$ cat src/rtl/clk_gen_pkg.sv
// Shared types and helpers for the clk_en_gen clock-enable generator.
package clk_gen_pkg;

  typedef enum logic [1:0] {WAIT, LOCKED, RELOCK} lock_state_e;

  localparam int unsigned DIV_MIN = 2;

  // High-phase length of a divided square wave: ceil(div/2).
  function automatic logic [31:0] hi_len(input logic [31:0] div);
    return (div + 32'd1) >> 1;
  endfunction

endpackage

$ cat src/rtl/clk_div_ch.sv
// One divider channel: counter, active divisor, pending update, enable/square-wave regs.
// Optional CLK_EN_GEN_SYNC_EN adds sync_i for phase alignment.
module clk_div_ch
  import clk_gen_pkg::*;
#(
  parameter int unsigned DIV_W       = 8,
  parameter int unsigned DEFAULT_DIV = 4
) (
  input  logic             clk_in,
  input  logic             reset_n,
`ifdef CLK_EN_GEN_SYNC_EN
  input  logic             sync_i,
`endif
  input  logic             set_i,
  input  logic [DIV_W-1:0] div_i,
  output logic             clk_en_o,
  output logic             clk_out_o,
  output logic             pend_o,
  output logic             pend_nxt_o
);

  logic [DIV_W-1:0] cnt_q, cnt_d;
  logic [DIV_W-1:0] div_q, div_d;
  logic [DIV_W-1:0] ndiv_q, ndiv_d;
  logic [DIV_W-1:0] thr;
  logic             pend_q, pend_d;
  logic             en_q, en_d;
  logic             out_q, out_d;
  logic             tc;

  always_comb begin
    tc     = (cnt_q == div_q - DIV_W'(1));
    cnt_d  = tc ? '0 : cnt_q + DIV_W'(1);
    div_d  = div_q;
    ndiv_d = ndiv_q;
    pend_d = pend_q;
    en_d   = tc;
    // A pending divisor only takes over at a period boundary, so no short pulse appears.
    if (tc && pend_q) begin
      div_d  = ndiv_q;
      pend_d = 1'b0;
    end
`ifdef CLK_EN_GEN_SYNC_EN
    if (sync_i) begin
      cnt_d  = '0;
      en_d   = 1'b0;
      div_d  = pend_q ? ndiv_q : div_q;
      pend_d = 1'b0;
    end
`endif
    if (set_i) begin
      pend_d = 1'b1;
      ndiv_d = div_i;
    end
    // thr >= 1 for any legal divisor, so a zeroed counter always yields a low output.
    thr   = div_d - DIV_W'(hi_len(32'(div_d)));
    out_d = (cnt_d >= thr);
  end

  always_ff @(posedge clk_in or negedge reset_n) begin
    if (!reset_n) begin
      cnt_q  <= '0;
      div_q  <= DIV_W'(DEFAULT_DIV);
      ndiv_q <= DIV_W'(DEFAULT_DIV);
      pend_q <= 1'b0;
      en_q   <= 1'b0;
      out_q  <= 1'b0;
    end else begin
      cnt_q  <= cnt_d;
      div_q  <= div_d;
      ndiv_q <= ndiv_d;
      pend_q <= pend_d;
      en_q   <= en_d;
      out_q  <= out_d;
    end
  end

  assign clk_en_o   = en_q;
  assign clk_out_o  = out_q;
  assign pend_o     = pend_q;
  assign pend_nxt_o = pend_d;

endmodule

$ cat src/rtl/clk_en_gen.sv
// Multi-channel clock-enable generator: cfg decode, error pulse and lock FSM over clk_div_ch.
// Define CLK_EN_GEN_SYNC_EN to add the sync_i phase-alignment input.
module clk_en_gen
  import clk_gen_pkg::*;
#(
  parameter int unsigned  NUM_CH      = 2,
  parameter int unsigned  DIV_W       = 8,
  parameter int unsigned  DEFAULT_DIV = 4,
  parameter int unsigned  LOCK_CYCLES = 256,
  localparam int unsigned CH_W        = (NUM_CH > 1) ? $clog2(NUM_CH) : 1
) (
  input  logic              clk_in,
  input  logic              reset_n,
`ifdef CLK_EN_GEN_SYNC_EN
  input  logic              sync_i,
`endif
  input  logic              cfg_valid,
  output logic              cfg_ready,
  input  logic [CH_W-1:0]   cfg_ch,
  input  logic [DIV_W-1:0]  cfg_div,
  output logic              cfg_err,
  output logic [NUM_CH-1:0] clk_en,
  output logic [NUM_CH-1:0] clk_out,
  output logic              locked
);

  localparam int unsigned LC_W = (LOCK_CYCLES > 1) ? $clog2(LOCK_CYCLES) : 1;

  logic [NUM_CH-1:0] pend, pend_nxt, set;
  logic              accept, req_ok, legal;
  logic              err_q, locked_q;
  logic [LC_W-1:0]   lock_cnt_q, lock_cnt_d;
  lock_state_e       state_q, state_d;

  // Out-of-range channels report ready so the request can be accepted and flagged.
  always_comb begin
    cfg_ready = 1'b1;
    for (int unsigned i = 0; i < NUM_CH; i++) begin
      if (32'(cfg_ch) == i) cfg_ready = ~pend[i];
    end
    accept = cfg_valid && cfg_ready;
    req_ok = (32'(cfg_ch) < NUM_CH) && (cfg_div >= DIV_W'(DIV_MIN));
    legal  = accept && req_ok;
    set    = '0;
    for (int unsigned i = 0; i < NUM_CH; i++) begin
      if (32'(cfg_ch) == i) set[i] = legal;
    end
  end

  for (genvar g = 0; g < NUM_CH; g++) begin : g_ch
    clk_div_ch #(
      .DIV_W       (DIV_W),
      .DEFAULT_DIV (DEFAULT_DIV)
    ) u_ch (
      .clk_in     (clk_in),
      .reset_n    (reset_n),
`ifdef CLK_EN_GEN_SYNC_EN
      .sync_i     (sync_i),
`endif
      .set_i      (set[g]),
      .div_i      (cfg_div),
      .clk_en_o   (clk_en[g]),
      .clk_out_o  (clk_out[g]),
      .pend_o     (pend[g]),
      .pend_nxt_o (pend_nxt[g])
    );
  end

  always_comb begin
    state_d    = state_q;
    lock_cnt_d = lock_cnt_q;
    case (state_q)
      WAIT: begin
        if (lock_cnt_q == LC_W'(LOCK_CYCLES - 1)) begin
          if (pend_nxt == '0) state_d = LOCKED;
        end else begin
          lock_cnt_d = lock_cnt_q + LC_W'(1);
        end
      end
      LOCKED:  if (legal) state_d = RELOCK;
      RELOCK:  if (pend_nxt == '0) state_d = LOCKED;
      default: state_d = WAIT;
    endcase
  end

  always_ff @(posedge clk_in or negedge reset_n) begin
    if (!reset_n) begin
      state_q    <= WAIT;
      lock_cnt_q <= '0;
      locked_q   <= 1'b0;
      err_q      <= 1'b0;
    end else begin
      state_q    <= state_d;
      lock_cnt_q <= lock_cnt_d;
      locked_q   <= (state_d == LOCKED);
      err_q      <= accept && !req_ok;
    end
  end

  assign locked  = locked_q;
  assign cfg_err = err_q;

endmodule

$ cat config.mk
export PLATFORM = sky130hd
export DESIGN_NAME = clk_en_gen
export DESIGN_NICKNAME = d
export VERILOG_FILES = /design/src/rtl/clk_gen_pkg.sv /design/src/rtl/clk_div_ch.sv /design/src/rtl/clk_en_gen.sv
export SDC_FILE = /design/constraint.sdc
export NUM_CORES = 1
export LEC_CHECK = 0
export ABC_AREA = 1
export CAP_MARGIN = 10
export CELL_PAD_IN_SITES_DETAIL_PLACEMENT = 0
export CELL_PAD_IN_SITES_GLOBAL_PLACEMENT = 2
export CORE_MARGIN = 2
export CORE_UTILIZATION = 30
export CTS_CLUSTER_SIZE = 14
export DETAILED_ROUTE_END_ITERATION = 7
export PLACE_DENSITY_LB_ADDON = 0.05
export SLEW_MARGIN = 5
export SYNTH_ARGS = -nofsm -noshare
export SYNTH_HDL_FRONTEND = slang
export SYNTH_HIERARCHICAL = 1
export SYNTH_SLANG_ARGS = --single-unit
$ cat constraint.sdc
create_clock -name clk_in -period 4.1 [get_ports clk_in]
set_input_delay 1.025 -clock clk_in [delete_from_list [all_inputs] [get_ports clk_in]]
set_output_delay 1.025 -clock clk_in [all_outputs]
set_load 0.005 [all_outputs]
==> reports/qor.yml <==
sta:
  skew_ps: 5.41
  maxSlewHeadroom: 0.661
  fin_crit_ps: 3970
  max_freq_mhz: 252
  hold_viol: 0
  rsz0062_at_grt: "true"
  slew_viol_final: 0
  setup_violations: 0
  tightest_slew_ps: 509
  finalCritPeriodShare: 0.968
worst_setup_path:
  critPathArrivalTime_ps: 4220
  cp_slowest_stage_delay_ps: 390
  crit_type: "reg2reg"
  cp_slowest_cell: "dfrtp_1"
  cp_max_fo: 8
  critPathLaunchType: "flop"
  cp.required_ps: 4350
  critPathCaptureType: "flop"
route:
  dr.pass1.iters: 5
  first_iter_violations: 184
  drc_errors: 0
  vias_per_cell: 4.56
  wirelength_mm: 13.0
  wl_per_cell_um: 13.6
  drtAntennaViolNets: 0
  dr_total_vias: 4349
layout:
  final_nets: 777
  drive_gt1_frac: 0.240
  n_fill_cell: 1752
  n_antenna_cell: 0
  syn_to_final_growth_pct: 25.2
  final_util: 0.387
  final_cell_area_um2: 6190
  layout.cells.non_filler: 953
global_routing:
  antenna_found_initial: 0
  grt.overflow.total: 0
  use_met2: 0.216
  grt_pass1_wl_mm: 20.7
  grt_util_met1: 0.224
  grt_pass1_vias: 4064
  grt_max_degree: 39
  grtUsageMet3: 0.0235
  busiest_layer: "met1"
  grt_use_total: 0.149
logic_synthesis:
  avgSynthCellArea_um2: 7.39
  synth_area_leader_cell: "dfrtp_1"
  synth_warnings: 6
  synth_common_cells: "192 x nand2_1, 90 x inv_1, 63 x nor2_1"
  synth_cells: 669
  synth-edff-count: 0
  ys_ff_latch: 66
  syn-num-nets: 714
  synth_cell_types: 45
  async_flop_share: 1.00
  synthFlopType: "dfrtp_1"
  synth.most_common_cell: "nand2_1"
  synth_seq_area_share: 0.335
  synth_top_area_frac: 0.314
  netlist_area_um2: 4940
  synth_area_leaders: "dfrtp_1 31%, nand2_1 15%, ha_1 8.4%"
placement:
  dpl.hpwl_mm: 10.3
  gp_congestion: 0.829
  place_area_um2: 5470
  io_buffers: 18
  placed_cells: 912
pwr:
  leakage_nw: 3.12
  powerDensity_nw_per_um2: 244
  irDropWorstVdd_mv: 0.192
  power_mw: 1.51
min_path:
  hold_class: "reg2reg"
floorplanning:
  core_area_um2: 16000
  pin_count: 19
  fp.dieH_um: 132
  die_area_um2: 17500
  rows: 46
  die_w_um: 132
  initial_utilization: 0.309
clock_tree:
  cts_made_buffers: 9
  clk_pin_slew_worst_paths_ps: 60
  clockBufferDepth: 2
  cts_root_buf: "clkbuf_16"
  cts_tree: "built"
  clock_latency_ps: 330
  cts_sinks: 66
  htreeDepth: 3
status:
  status: "finished, final reports clean"
flow_run:
  max-cap-violations: 0
[worst max-delay path: cells and delay by family (launching register included)]
| family | cells | cell delay [ps] |
|---|---|---|
| compound gates | 3 | 440 |
| xor+xnor | 1 | 190 |
| fa+ha+maj | 3 | 920 |
| buf+inv | 4 | 240 |
| flops | 1 | 390 |
| simple gates | 16 | 1710 |
[per-stage QoR]
step / worst slack [ps] / hold WS (ps) / TNS [ps]
after floorplan: 343 / 459 / 0
after CTS: 1.91 / 509 / 0
after detailed placement: 17.3 / 499 / 0
final: 133 / 507 / 0
after global placement: 112 / 492 / 0
after global routing: -93.0 / 527 / -95.6
[logic make-up (layout without fill, tap and decap cells)]
kind of cell / after synthesis / count (layout) / share of synthesized area
simple gates: 381 / 381 / 0.371
buf+inv: 102 / 170 / 0.0797
fa+ha+maj: 33 / 33 / 0.0835
flops: 66 / 66 / 0.335
mux: 7 / 7 / 0.0160
xor+xnor: 27 / 27 / 0.0524
compound gates: 53 / 53 / 0.0620
[state kept, by name, indices dropped and copies added, names as in the netlist]
| signal | cells |
|---|---|
| g_ch.u_ch/cnt_q | 16 |
| g_ch.u_ch/div_q | 16 |
| g_ch.u_ch/ndiv_q | 16 |
| lock_cnt_q | 8 |
| g_ch.u_ch/clk_en_o | 2 |
| g_ch.u_ch/clk_out_o | 2 |
| g_ch.u_ch/pend_o | 2 |
| state_q | 2 |
| cfg_err | 1 |
| locked | 1 |
[metal layers]
layer | wire length (µm) | share of wire
met1 | 7050 | 0.54
met5 | 0 | 0
met3 | 260 | 0.020
met2 | 5460 | 0.42
met4 | 184 | 0.014
[placed cells by master (no fill, tap or decap), types with 3 or more instances in the layout]
master	Yosys	final
nand3_4	2	5
o21ai_0	17	17
inv_1	90	85
a211oi_2	0	3
o21ai_1	5	5
nand3_2	4	3
clkbuf_1	3	3
mux2_2	7	7
xor2_1	13	13
xnor2_1	11	10
nand3b_1	5	5
a21oi_1	17	11
a21oi_2	0	6
nand2_4	1	6
dfstp_2	4	4
clkdlybuf4s50_1	0	17
buf_4	0	37
nand2_2	24	36
clkinv_2	0	3
dfrtp_1	62	60
xor2_2	3	3
ha_4	0	4
ha_1	33	28
nand4_1	22	22
nor2_4	11	15
nor3b_1	3	3
inv_2	5	10
nand2_1	192	175
nand3_1	38	36
nor3_1	4	4
nor2_1	63	58
clkbuf_16	0	9
nor2_2	5	6
[layout make-up]
class,count,area [µm²],area share
multi-input combinational,501,3140,0.508
sequential,66,1660,0.268
timing repair buffer,57,484,0.0782
inverter,97,367,0.0592
tap,216,270,0.0437
clock buffer,13,250,0.0404
clock inverter,3,15.0,0.00243
[report_power, final]
part / internal [mW] / switching (mW) / leakage, nW
combinational: 0.0376 / 0.0500 / 2.17
clock: 0.423 / 0.275 / 0.133
sequential: 0.702 / 0.0221 / 0.814
[worst paths after layout]
path                                        start                      to  slack, ps  depth (start not counted)
setup / recovery            g_ch[1].u_ch/div_q[0]  g_ch[1].u_ch/clk_out_o        130                         27
hold / removal             g_ch[1].u_ch/ndiv_q[2]  g_ch[1].u_ch/ndiv_q[2]        510                          2
setup reg to reg            g_ch[1].u_ch/div_q[0]  g_ch[1].u_ch/clk_out_o        130                         27
hold reg to reg            g_ch[1].u_ch/ndiv_q[2]  g_ch[1].u_ch/ndiv_q[2]        510                          2
max in group asynchronous                 reset_n  g_ch[0].u_ch/ndiv_q[2]       2710                          2
min in group asynchronous                 reset_n   g_ch[1].u_ch/cnt_q[4]        570                          1
[timing repair]
item,CTS,global route
endpoints found under the setup margin,0,2
buffers inserted,0,25
gates resized for setup,0,64
hold buffers,0,0
No activity file was read; power rests on OpenSTA's default activity.
